File: src/rtl/serial_subtractor_if.sv
// Handshake and operand/result bundle for the bit-serial subtractor.
// The master issues start with operands; the slave reports busy/done and the result.
interface serial_subtractor_if #(
  parameter int WIDTH = 4
) ();
  logic             start;
  logic [WIDTH-1:0] a;
  logic [WIDTH-1:0] b;
  logic             bin;
  logic             busy;
  logic             done;
  logic [WIDTH-1:0] d;
  logic             b_out;

  modport master (
    output start, a, b, bin,
    input  busy, done, d, b_out
  );

  modport slave (
    input  start, a, b, bin,
    output busy, done, d, b_out
  );
endinterface

File: src/rtl/serial_subtractor.sv
// Bit-serial subtractor: d = a - b - bin, LSB first, one full-subtractor cell
// and a borrow flip-flop, with a start/busy/done handshake.
module serial_subtractor #(
  parameter int WIDTH = 4
) (
  input  logic               clk,
  input  logic               rst,
  serial_subtractor_if.slave bus
);

  localparam int CNT_W = (WIDTH > 2) ? $clog2(WIDTH) : 1;
  localparam logic [CNT_W-1:0] LAST = CNT_W'(WIDTH - 1);

  typedef enum logic [1:0] {
    IDLE = 2'd0,
    RUN  = 2'd1,
    DONE = 2'd2
  } state_t;

  state_t           state, state_n;
  logic             busy_q, busy_n;
  logic             done_q, done_n;
  logic             load, step, finish;

  logic [WIDTH-1:0] a_sr, b_sr;
  logic [WIDTH-2:0] acc;
  logic [WIDTH-1:0] acc_n;
  logic [CNT_W-1:0] count;
  logic             borrow, borrow_n, diff_bit;
  logic [WIDTH-1:0] d_q;
  logic             b_out_q;

  // Full-subtractor cell on the current LSBs.
  assign diff_bit = a_sr[0] ^ b_sr[0] ^ borrow;
  assign borrow_n = (~a_sr[0] & b_sr[0]) | (~a_sr[0] & borrow) | (b_sr[0] & borrow);
  // The accumulator keeps only the upper WIDTH-1 bits; the final bit joins at completion.
  assign acc_n    = {diff_bit, acc};

  always_comb begin
    // NOTE: every output of this block gets a default first, so no path can infer a latch.
    state_n = state;
    busy_n  = 1'b0;
    done_n  = 1'b0;
    load    = 1'b0;
    step    = 1'b0;
    finish  = 1'b0;
    unique case (state)
      IDLE: begin
        if (bus.start) begin
          load    = 1'b1;
          busy_n  = 1'b1;
          state_n = RUN;
        end
      end
      RUN: begin
        step = 1'b1;
        if (count == LAST) begin
          finish  = 1'b1;
          done_n  = 1'b1;
          state_n = DONE;
        end else begin
          busy_n  = 1'b1;
        end
      end
      DONE: begin
        if (bus.start) begin
          load    = 1'b1;
          busy_n  = 1'b1;
          state_n = RUN;
        end else begin
          state_n = IDLE;
        end
      end
      default: state_n = IDLE;
    endcase
  end

  // NOTE: sequential state uses non-blocking assignments so every flop samples pre-edge values.
  always_ff @(posedge clk) begin
    if (rst) begin
      state  <= IDLE;
      busy_q <= 1'b0;
      done_q <= 1'b0;
    end else begin
      state  <= state_n;
      busy_q <= busy_n;
      done_q <= done_n;
    end
  end

  always_ff @(posedge clk) begin
    if (rst) begin
      a_sr    <= '0;
      b_sr    <= '0;
      acc     <= '0;
      count   <= '0;
      borrow  <= 1'b0;
      d_q     <= '0;
      b_out_q <= 1'b0;
    end else begin
      if (load) begin
        a_sr   <= bus.a;
        b_sr   <= bus.b;
        borrow <= bus.bin;
        acc    <= '0;
        count  <= '0;
      end else if (step) begin
        a_sr   <= a_sr >> 1;
        b_sr   <= b_sr >> 1;
        borrow <= borrow_n;
        acc    <= acc_n[WIDTH-1:1];
        count  <= count + 1'b1;
      end
      // Result registers move only at completion, so partial bits never reach d.
      if (finish) begin
        d_q     <= acc_n;
        b_out_q <= borrow_n;
      end
    end
  end

  assign bus.busy  = busy_q;
  assign bus.done  = done_q;
  assign bus.d     = d_q;
  assign bus.b_out = b_out_q;

endmodule

File: src/flat_wrapper.sv
// flat-port wrapper written by rule: the top's interface ports become plain ports
module serial_subtractor_flat 
#(
  parameter int WIDTH = 4
)
  (clk, rst, bus_start, bus_a, bus_b, bus_bin, bus_busy, bus_done, bus_d, bus_b_out);
  serial_subtractor_if #(.WIDTH(WIDTH)) bus_i ();
  input  logic clk;
  input  logic rst;
  input wire logic [$bits(bus_i.start)-1:0] bus_start;
  input wire logic [$bits(bus_i.a)-1:0] bus_a;
  input wire logic [$bits(bus_i.b)-1:0] bus_b;
  input wire logic [$bits(bus_i.bin)-1:0] bus_bin;
  output wire logic [$bits(bus_i.busy)-1:0] bus_busy;
  output wire logic [$bits(bus_i.done)-1:0] bus_done;
  output wire logic [$bits(bus_i.d)-1:0] bus_d;
  output wire logic [$bits(bus_i.b_out)-1:0] bus_b_out;
  assign bus_i.start = bus_start;
  assign bus_i.a = bus_a;
  assign bus_i.b = bus_b;
  assign bus_i.bin = bus_bin;
  assign bus_busy = bus_i.busy;
  assign bus_done = bus_i.done;
  assign bus_d = bus_i.d;
  assign bus_b_out = bus_i.b_out;
  serial_subtractor #(.WIDTH(WIDTH)) u_core (.clk(clk), .rst(rst), .bus(bus_i));
endmodule
File: config.mk
export PLATFORM = sky130hd
export DESIGN_NAME = serial_subtractor_flat
export DESIGN_NICKNAME = d
export VERILOG_FILES = /design/src/rtl/serial_subtractor_if.sv /design/src/rtl/serial_subtractor.sv /design/src/flat_wrapper.sv
export SDC_FILE = /design/constraint.sdc
export NUM_CORES = 1
export LEC_CHECK = 0
export BUFFER_PORTS_ARGS = -buffer_cell sky130_fd_sc_hd__clkbuf_2
export CORE_MARGIN = 2
export CORE_UTILIZATION = 40
export CTS_CLUSTER_SIZE = 12
export DETAILED_ROUTE_END_ITERATION = 10
export GPL_ROUTABILITY_DRIVEN = 0
export PLACE_DENSITY_LB_ADDON = 0.08
export SYNTH_ARGS = -nofsm -noshare
export SYNTH_HDL_FRONTEND = slang
export SYNTH_SLANG_ARGS = --single-unit
File: constraint.sdc
create_clock -name clk -period 1.7 [get_ports clk]
set_clock_uncertainty 0.1 [all_clocks]
set_input_delay 0.34 -clock clk [delete_from_list [all_inputs] [get_ports clk]]
set_output_delay 0.34 -clock clk [all_outputs]
set_load 0.05 [all_outputs]
; ---- Word level (Yosys, flattened, before mapping)
; Index checks and enable logic that the tools add are counted.
[classes]
addsub = 1
eq_ne = 5
mux = 17
bitwise_logic = 8
reduce_logical = 5
[ops]
columns = operator, count
row1 = $mux W4, 4
row2 = $mux W1, 9
row3 = $pmux W2 S3, 1
row4 = $eq A2 B2 Y1 const B, 2
row5 = $mux W2, 2
row6 = $reduce_or A2 Y1, 2
row7 = $and A1 B1 Y1, 3
row8 = $add A2 B1 Y2 const B, 1
row9 = $eq A2 B1 Y1 const B, 1
row10 = $logic_not A2 Y1, 1
row11 = $ne A2 B1 Y1 const B, 1
row12 = $ne A2 B2 Y1 const B, 1
row13 = $or A1 B1 Y1, 2
row14 = $pmux W1 S2, 1
row15 = $reduce_and A2 Y1, 1
row16 = $reduce_bool A2 Y1, 1
row17 = $xor A1 B1 Y1, 2
row18 = $not A1 Y1, 1
[totals]
ff_bits = 23
in_bits = 12
out_inout_bits = 7
word_cells = 46

; ---- Longest topological paths before layout
; Gate-level depths: netlist of the first run.
[logic_depth]
ltp_word = 6
depth_mapped = 5

; ---- Least setup slack after synthesis of the first run
; Ideal clock, no wire load.
[synth_path]
path_kind = register to register
from = register u_core.count[0]
to = register u_core.b_out_q, in the netlist u_core.bus.b_out
setup_ns = 0.120
arrival_time_ns = 1.022
required_ns = 1.480
setup_slack_ns = 0.458
path_stages_with_launch = 6
n_path_buf = 1
synth_period_minus_slack_ns = 1.242
cell_sequence = dfxtp_1 > ha_1 > clkbuf_1 > nand3b_1 > nand2_1 > a21oi_1
[synth_between]
elab_chain_cells = 3
[synth_lines]
columns = item, line_no
row1 = start: declaration, serial_subtractor.sv:28  ; logic [CNT_W-1:0] count;
row2 = start signal: assignment, serial_subtractor.sv:112  ; count <= count + 1'b1;
row3 = $eq A2 B2 Y1, serial_subtractor.sv:57  ; if (count == LAST) begin
row4 = $mux W1, serial_subtractor.sv:57
row5 = $mux W1, serial_subtractor.sv:47  ; unique case (state)
row6 = end signal: assignment, serial_subtractor.sv:117  ; b_out_q <= borrow_n;
row7 = end: declaration, serial_subtractor.sv:31  ; logic b_out_q;
; No other way between the ends.
; A chain may end at the register's enable or synchronous reset.

; ---- Worst setup path after layout of the first run
[layout_path]
from = register u_core.state[0]
to = register u_core.count[0]
[layout_between]
elab_chain_cells = 4
[layout_lines]
columns = item, line_no
row1 = start: declaration, serial_subtractor.sv:20  ; state_t state, state_n;
row2 = start signal: assignment, serial_subtractor.sv:85  ; state <= state_n;
row3 = $eq A2 B2 Y1 / $logic_not A2 Y1 (equally long branches), serial_subtractor.sv:47
row4 = $reduce_or A2 Y1 (no line), -
row5 = $mux W1, -
row6 = $reduce_or A2 Y1 (no line), -
; Several ways; a longest one is shown, not always the timed one.

==> results of run 1 <==
[placed cells by master (no fill, tap or decap), types with 2 or more instances in the layout]
cell type / instances
o22ai_1: 2
a311oi_1: 4
nand2_1: 14
nor2_1: 8
nor3_1: 4
buf_4: 5
mux2i_1: 2
nand3_1: 7
dfxtp_1: 23
clkbuf_4: 3
a21oi_1: 11
a22oi_1: 3
clkbuf_2: 18
nand2b_1: 3
[power breakdown]
part	internal [uW]	switching, uW	total, uW
registers	564	14.6	579
logic	52.9	73.2	126
clock network	88.2	162	250
[final timing paths]
check	to	slack, ps	cells after the start
worst max-delay path	u_core.count[0]	230	4
worst min-delay path	u_core.a_sr[2]	180	3
worst max register to register	u_core.count[0]	230	4
worst min register to register	u_core.bus.b_out	360	2
[flip-flops by register name, summed over array words and instances (netlist names)]
signal and flops:
u_core.a_sr 4, u_core.b_sr 4, u_core.bus.d 4, u_core.acc 3, u_core.count 2, u_core.state 2, u_core.borrow 1, u_core.bus.b_out 1
u_core.bus.busy 1, u_core.bus.done 1
[area by class of cell]
cell class	instances	area share, %
inverter	1	0.363
clock buffer	3	2.18
multi-input combinational	66	36.7
tap	28	3.39
sequential	23	44.6
timing repair buffer	23	12.3
clock inverter	1	0.484
[metrics by stage]
| step | util [%] | setup WS [ps] |
|---|---|---|
| floorplan | - | 458 |
| global placement | 46.8 | 312 |
| detailed placement | 46.8 | 280 |
| CTS | 48.1 | 232 |
| global route | 48.1 | 94.5 |
| finish | 48.1 | 235 |
[critical path, delay by kind of cell (launching register included)]
| family | cells | cell delay [ps] |
|---|---|---|
| DFF | 1 | 400 |
| xor gates and xnor gates | 1 | 110 |
| buffers and inverters | 1 | 220 |
| and+or+nand+nor | 2 | 530 |
[logic make-up after synthesis]
group	count (synthesis)	share of synthesized area (%)
AND/OR/NAND/NOR	39	20.1
flip-flops	23	52.0
AO/OA/AOI/OAI	22	15.8
buffers and inverters	9	5.23
multiplexers	2	2.26
adder cells (fa/ha/maj)	2	3.67
XOR/XNOR	1	0.989
[layer usage]
layer	track usage (%)	up-vias	wire, um
met5	0	-	0
li1	-	375	-
met3	6.14	4	72
met1	17.4	332	765
met4	5.41	0	27
met2	27.1	12	851
==> metrics.md, run 1 <==
| Metric | Value |
|---|---|
| Outcome | finished clean |
| Drt total wl | approximately 1700 um |
| Synth cell count leaders | dfxtp_1, nand2_1, a21oi_1 |
| Library cells used by synthesis | 23 |
| Crit start category | flop |
| Die width | 51.1 um |
| Hold Vio Cnt, Final | 0 |
| Worst Setup End Kind | flop |
| Initial antenna violation count | 0 |
| Post-CTS Hold Fix Bufs | 0 |
| Largest net degree at the start of global routing | 17 |
| Fmax | between 600 and 700 MHz |
| DRT antenna net count | 0 |
| Synth area leaders | dfxtp_1, a21oi_1, nand2_1 |
| Hold crit path type | in2reg |
| Yosys reg bits | 23 |
| Crit-path cells | and2b_1, buf_4, xnor2_1, nor2_1 |
| Worst path max stage delay | between 400 and 500 ps |
| Placed Area | around 0.001 sq mm |
| Async SR Flop Fraction | 0% |
| Post-synth EDFFs | 0 |
| TritonCTS clock tree | built |
| TritonCTS Buffers | 3 |
| Syn-to-layout area delta | 16.7% |
| Overflow after GRT | 0 |
| Period utilization | about 86% |
| Clock sink count | 23 |
| Crit path max fanout | 16 |
| Core area | approximately 0.0021 sq mm |
| Multi-input logic area | ~380 sq um |
| Final Max Tran Viols | 0 |
| R2r startpoint | u_core.state[0] |
| Sequential fraction of the synthesis area | roughly half |
| Hold Startpoint | bus_a[2] |
| DR iter-0 viols | 4 |
| Post-CTS Resized | 0 |
| Yosys top cell area share | between 50% and 60% |
| Pre-antenna DRT Iters | 4 |
| Clk Latency, worst-skew pair | 320 ps |
| Syn_nets | approximately 110 |
| Max-Cap Viols | 0 |
| Die area | roughly 0.0026 sq mm |
| Worst slew pin tran | between 500 and 600 ps |
| Synthesis Warnings | 0 |
| Cell Area, Synth | approximately 890 sq um |
| Post-Layout Inst Area | about 0.0010 sq mm |
| RSZ-0062 raised after global routing | false |
| Final setup viols | 0 |
| Final HPWL DP | about 1300 um |
| Fin nets | between 100 and 150 |
| Tot Pwr | 955 uW |
| FP Rows | 17 |
| Cell accounting for the most synthesized area | dfxtp_1 |
| Top_reg_cell synth | dfxtp_1 |
| Setup_tns | 0 ps |
| H-Tree Depth | 1 |
| Post-CTS Repair Setup Buffers | 0 |
| Vias per cell | approximately 5.0 |
| Clock tree buffer depth | 2 |
| Worst hold slack | between 150 and 200 ps |
| Critical Path Start | u_core.state[0] |
| Finished Layout Cells | 145 |
| Number of antenna diodes | 0 |
| Post-layout min period | approximately 1500 ps |
| Storage cell area | 460 sq um |
| Post-Syn Area per Cell | approximately 9 sq um |
| Root Driver | clkbuf_4 |
| P per Cell Area | about 920 mW/mm^2 |
| First-pass GRT wire length | between 2000 and 3000 um |
| CP max-delay cell | and2b_1 |
| Leak pwr | around 0.0004 uW |
| CP Data Required Time | around 1800 ps |
| IO Port Bufs | 18 |
| Vias in the first global route | a little under 700 |
| Wire per inst | ~12 um |
| Cell count after synthesis | 98 |
| Layout cells sized above 1 | a little under a quarter |
| Cells after DPL | ~140 |
| Starting Density | about two fifths |
| GRT Overall Usage | ~16% |
| Critical path class | reg2reg |
| Fillers | between 200 and 250 |
| Max IR drop VDD | about 0.63 mV |
| Die Height | around 50 um |
| CP Data Arrival Time | 1580 ps |
| Most frequent cell after synthesis | dfxtp_1 |
| Vias post-DR | slightly above 700 |
| Worst slew margin | 64.8% |
| Ports | 19 |
| Worst-path clk slew | about 120 ps |
| DRC Markers | 0 |
No activity file was read; power rests on OpenSTA's default activity.
==> inputs of run 2 (changes only) <==
clock period = 1.77 ns   (was 1.7 ns; I/O delays follow)
==> run 2 against run 1 <==
  * Power shrank 4.7%
  * Clock power decreased by 4%
  * Die area unchanged
  * Critical endpoint is now bus_d[3]
  * Sequential power is 4.0% lower
  * Non-clock buffer count down 2
  * Via count down 1.1%
  * Flip-flop and latch count unchanged
  * Clock-buffer cell count stayed put
  * Worst setup slack improved by 150 ps
==> metrics.md, run 2 (same netlist as run 1, synthesis figures left out) <==
| Metric | Value |
|---|---|
| Wire per inst | approximately 11 um |
| IO Port Bufs | 18 |
| DR iter-0 viols | 5 |
| Worst path max stage delay | ~350 ps |
| Post-CTS Repair Setup Buffers | 0 |
| Critical path class | reg2out |
| Die width | about 51 um |
| Layout cells sized above 1 | around 22% |
| Metal3 WL | a little under 80 um |
| Vias per cell | around 5 |
| Met1 wire length | approximately 760 um |
| Post-CTS Resized | 0 |
| Final HPWL DP | between 1000 and 1500 um |
| Outcome | finished clean |
| Max IR drop VDD | just under 0.6 mV |
| Net Sw Frac | between 20% and 30% |
| Overflow after GRT | 0 |
| TritonCTS clock tree | built |
| Crit-path cells | clkbuf_2 |
| Gate power share | 12.6% |
| Post-layout min period | roughly 1400 ps |
| Hold crit path type | in2reg |
| Fillers | roughly 240 |
| Crit start category | flop |
| DRC Markers | 0 |
| Most frequent cells in the layout | dfxtp_1, clkbuf_2, nand2_1 |
| Root Driver | clkbuf_4 |
| Fmax | about 720 MHz |
| Largest net degree at the start of global routing | 21 |
| Leak pwr | 0.000402 uW |
| DRT antenna net count | 0 |
| Starting Density | between 40% and 50% |
| Core area | between 0.002 and 0.0025 sq mm |
| Ports | 19 |
| Post-Layout Inst Area | 0.00102 sq mm |
| Cells after DPL | roughly 140 |
| TritonCTS Buffers | 3 |
| Die Height | between 50 and 60 um |
| Highest metal used | met4 |
| FP Rows | 17 |
| WP buf/inv | 1 |
| Internal power | 673 uW |
| CP Data Required Time | approximately 1300 ps |
| Final setup viols | 0 |
| Critical path's top delay family | flip-flops |
| Post-CTS Hold Fix Bufs | 0 |
| Fin nets | 130 |
| RSZ-0062 raised after global routing | false |
| P per Cell Area | just under 900 mW/mm^2 |
| Clock sink count | 23 |
| Reg power frac | between 60 and 70% |
| Most common cell after layout, fill and taps aside | dfxtp_1 |
| H-Tree Depth | 1 |
| Clk Latency, worst-skew pair | 310 ps |
| Worst Setup End Kind | primary output |
| Finished Layout Cells | 143 |
| Tot Pwr | 910 uW |
| Switching pwr | approximately 240 uW |
| Clock tree buffer depth | 2 |
| Syn-to-layout area delta | 15.0% |
| Worst slew pin tran | 495 ps |
| Vias in the first global route | approximately 650 |
| GRT Overall Usage | 14.8% |
| CP max-delay cell | dfxtp_1 |
| Placed Area | around 990 sq um |
| Final Max Tran Viols | 0 |
| Pre-antenna DRT Iters | 4 |
| Number of antenna diodes | 0 |
| Die area | approximately 0.0026 sq mm |
| Vias post-DR | around 720 |
| Setup_tns | 0 ps |
| Worst slew margin | between 60% and 70% |
| Worst-path clk slew | around 130 ps |
| Clock power frac | 26.3% |
| Period utilization | 78.5% |
| First-pass GRT wire length | 2880 um |
| Crit path max fanout | 2 |
| Multi-input logic area | ~380 sq um |
| Core Util, Final | 47.4% |
| Drt total wl | 1630 um |
| Storage cell area | 460 sq um |
| CP Data Arrival Time | a little over 900 ps |
| Max-Cap Viols | 0 |
| WL met2 | a little under 800 um |
| Initial antenna violation count | 0 |
| Hold Vio Cnt, Final | 0 |
run 2: power by group through the flow:
| stage | registers [uW] | logic (uW) | clock network [uW] |
|---|---|---|---|
| 2_1_floorplan | 572 | 84.4 | 0 |
| 3_3_place_gp | 567 | 114 | 0 |
| 3_5_place_dp | 568 | 117 | 0 |
| 4_1_cts | 556 | 117 | 246 |
| 5_1_grt | 559 | 133 | 267 |
| 6_report | 556 | 115 | 239 |
run 2: tightest hold or removal path, cell delays in order:
cell      delay, ps
clkbuf_2         80
nor2_1           90
a311oi_1         50
run 2: cell type report:
cell class                      count  area share (%)
Timing Repair Buffer               21            11.1
Clock inverter                      1           0.491
Clock buffer                        3            2.21
Tap cell                           28            3.44
Inverter                            1           0.369
Sequential cell                    23            45.2
Multi-Input combinational cell     66            37.2
run 2: per-stage QoR:
step	setup slack, ps	hold WS [ps]
3_5_place_dp	351	351
6_report	381	191
3_3_place_gp	391	345
4_1_cts	363	190
5_1_grt	263	188
2_1_floorplan	528	337
run 2: metal layers:
metal	vias to the layer above	track usage [%]
li1	373	-
met1	327	17.5
met4	0	4.05
met2	13	24.7
met3	2	6.14
met5	-	0
run 2: path summary, 6_finish.rpt:
path	start	endpoint	slack, ps	cells past startpoint
hold / removal	bus_a[2]	u_core.a_sr[2]	190	3
setup reg to reg	u_core.state[0]	u_core.acc[2]	400	3
setup / recovery	u_core.bus.d[3]	bus_d[3]	380	1
hold reg to reg	u_core.bus.b_out	u_core.bus.b_out	360	2
==> inputs of run 3 (changes only) <==
ABC_AREA = 1   (was unset)
clock period = 1.35 ns   (was 1.77 ns; I/O delays follow)
==> run 3 against run 2 <==
  * Sequential share of layout area down 4.1 points
  * Largest cell class unchanged
  * Non-clock buffer count grew 2
  * Flip-flop and latch count did not move
  * Wire length increased by 8.3%
  * Global-route usage rose by 0.43 points
  * Die area is 6.4% higher
  * Hold slack lost 110 ps
  * First-iteration DRC count increased by 20%
  * Synthesized cell count is 32% higher
  * Via count is 16% higher
  * Utilization increased by 3.0 points
==> metrics.md, run 3 <==
| Metric | Value |
|---|---|
| Outcome | finished clean |
| Core area | between 0.002 and 0.0025 sq mm |
| IO Port Bufs | 18 |
| Met1 wire length | roughly 850 um |
| Leak pwr | about 0.00057 uW |
| Die area | roughly 0.0028 sq mm |
| Final setup viols | 0 |
| Fmax | around 760 MHz |
| Cells after DPL | about 180 |
| Worst hold slack | a little over 80 ps |
| H-Tree Depth | 1 |
| Initial antenna violation count | 0 |
| DR iter-0 viols | 6 |
| WHS Endpoint | u_core.a_sr[3] |
| Tot Pwr | approximately 1200 uW |
| Synth area leaders | dfxtp_1, nand2_1, inv_1 |
| Syn-to-layout area delta | 18.9% |
| Post-synth EDFFs | 0 |
| Largest net degree at the start of global routing | 13 |
| Wire per inst | just under 10 um |
| Die Height | between 50 and 60 um |
| Drt total wl | about 1800 um |
| Number of antenna diodes | 0 |
| Clock power frac | between 20% and 30% |
| Vias post-DR | between 800 and 900 |
| Crit-path cells | fa_1, or2_1, a21oi_1 |
| Cell Area, Synth | around 950 sq um |
| Worst slew pin tran | approximately 350 ps |
| Cell count after synthesis | 129 |
| Post-Syn Area per Cell | roughly 7.3 sq um |
| Final Max Tran Viols | 0 |
| Hold Vio Cnt, Final | 0 |
| Sequential fraction of the synthesis area | between 40% and 50% |
| Reg power frac | approximately 60% |
| Switching pwr | 325 uW |
| Synth cell count leaders | nand2_1, dfxtp_1, inv_1 |
| FP Rows | 17 |
| Vias in the first global route | between 700 and 800 |
| Most common cell after layout, fill and taps aside | nand2_1 |
| Metal3 WL | roughly 73 um |
| CP Data Required Time | about 1500 ps |
| Max-Cap Viols | 0 |
| Worst-case register-to-register setup slack | 30 ps |
| Clk Latency, worst-skew pair | about 300 ps |
| Vias per cell | 4.57 |
| DRT antenna net count | 0 |
| Worst path max stage delay | about 480 ps |
| DRC Markers | 0 |
| Setup_tns | 0 ps |
| Post-layout min period | around 1300 ps |
| R2r startpoint | u_core.borrow |
| Post-CTS Hold Fix Bufs | 0 |
| Crit start category | flop |
| Gate power share | 14.7% |
| Pre-antenna DRT Iters | 3 |
| Syn_nets | between 100 and 150 |
| Fin nets | between 150 and 200 |
| Max IR drop VDD | approximately 0.54 mV |
| Critical path's top delay family | adder cells |
| GRT Overall Usage | between 10% and 20% |
| Starting Density | between 40% and 50% |
| Worst slew margin | between 70% and 80% |
| Highest metal used | met4 |
| TritonCTS Buffers | 3 |
| Cell accounting for the most synthesized area | dfxtp_1 |
| Worst Setup End Kind | flop |
| First-pass GRT wire length | between 3000 and 4000 um |
| Clock tree buffer depth | 2 |
| Layout cells sized above 1 | 22.2% |
| RSZ-0062 raised after global routing | true |
| Yosys reg bits | 23 |
| Final HPWL DP | 1380 um |
| Most frequent cell after synthesis | nand2_1 |
| Hold crit path type | in2reg |
| Most frequent cells in the layout | nand2_1, dfxtp_1, inv_1, nor2_1, clkbuf_2 |
| Critical path class | reg2reg |
| Post-CTS Resized | 0 |
| RR Endpoint | u_core.acc[2] |
| WL met2 | 824 um |
| Die width | 52.7 um |
| Root Driver | clkbuf_4 |
| Finished Layout Cells | approximately 180 |
| Top_reg_cell synth | dfxtp_1 |
| Period utilization | 97.7% |
| Hold Startpoint | bus_a[3] |
| WP buf/inv | 0 |
| CP Data Arrival Time | between 1000 and 1500 ps |
| CP max-delay cell | fa_1 |
| Synthesis Warnings | 0 |
| Post-CTS Repair Setup Buffers | 0 |
| Library cells used by synthesis | 19 |
| Yosys top cell area share | between 40% and 50% |
| Critical Path Stages | 3 |
| Clock sink count | 23 |
| Ports | 19 |
| Internal power | 902 uW |
| Hold Path Stages | 3 |
| R2R depth | 3 |
| P per Cell Area | ~1100 mW/mm^2 |
| Net Sw Frac | between 20% and 30% |
| Worst-path clk slew | 120 ps |
| Overflow after GRT | 0 |
| Async SR Flop Fraction | 0% |
| Crit path max fanout | 2 |
| TritonCTS clock tree | built |
==> run 3: changes by cell type after synthesis, moves of 3 or more <==
cell      delta
a311oi_1     -4
nor3_1       -3
inv_1       +17
nand2_1     +14
nand3_1      +5
nor2_1       +9
o21ai_0      +6
a22oi_1      -3
nand2b_1     -3
==> run 3: area by class of cell <==
type / instances / area (sq um)
clock buffers: 4 / 26.3
fillers: 234 / 1110
multi-input cells: 82 / 395
well taps: 28 / 35.0
inverters: 21 / 78.8
flip-flops and latches: 23 / 463
repair buffers: 23 / 128
==> run 3: worst register-to-register path: stages (launching register included) <==
cell and delay (ps):
dfxtp_2 350, fa_1 480, or2_1 230, a21oi_1 100
==> run 3: cell families after synthesis <==
| family | count (synthesis) | share of synthesized area, % |
|---|---|---|
| and+or+nand+nor | 62 | 27.9 |
| buffers and inverters | 24 | 10.2 |
| DFF | 23 | 48.6 |
| AOI/OAI and AO/OA | 17 | 8.98 |
| adders and majority gates | 2 | 3.43 |
| xor gates and xnor gates | 1 | 0.925 |
==> run 3: power by group through the flow <==
stage / Combinational (uW) / Sequential, uW / Clock, uW
floorplan: 115 / 753 / 0
global placement: 180 / 747 / 0
detailed placement: 181 / 747 / 0
CTS: 182 / 732 / 327
global route: 211 / 739 / 357
finish: 180 / 734 / 313
==> run 3: per-layer routing <==
metal | vias to the layer above | global-route usage [%]
met2 | 13 | 25.4
li1 | 445 | -
met4 | 0 | 7.69
met3 | 2 | 3.14
met5 | - | 0
met1 | 367 | 18.4
==> run 3: worst max path at each step <==
stage / startpoint / to
6_report: u_core.borrow / u_core.acc[2]
2_1_floorplan: u_core.borrow / u_core.acc[2]
5_1_grt: u_core.borrow / u_core.acc[2]
3_3_place_gp: u_core.borrow / u_core.acc[2]
3_5_place_dp: u_core.borrow / u_core.acc[2]
4_1_cts: u_core.borrow / u_core.acc[2]
==> run 3: stage by stage <==
| step | worst slack, ps | util (%) | cell area [sq um] |
|---|---|---|---|
| 4_1_cts | 18.8 | 50.1 | 1120 |
| 6_report | 31.4 | 50.4 | 1130 |
| 5_1_grt | -38.6 | 50.4 | 1130 |
| 3_5_place_dp | 45.8 | 48.9 | 1090 |
| 2_1_floorplan | 82.9 | - | 947 |
| 3_3_place_gp | 64.0 | 48.9 | 1090 |
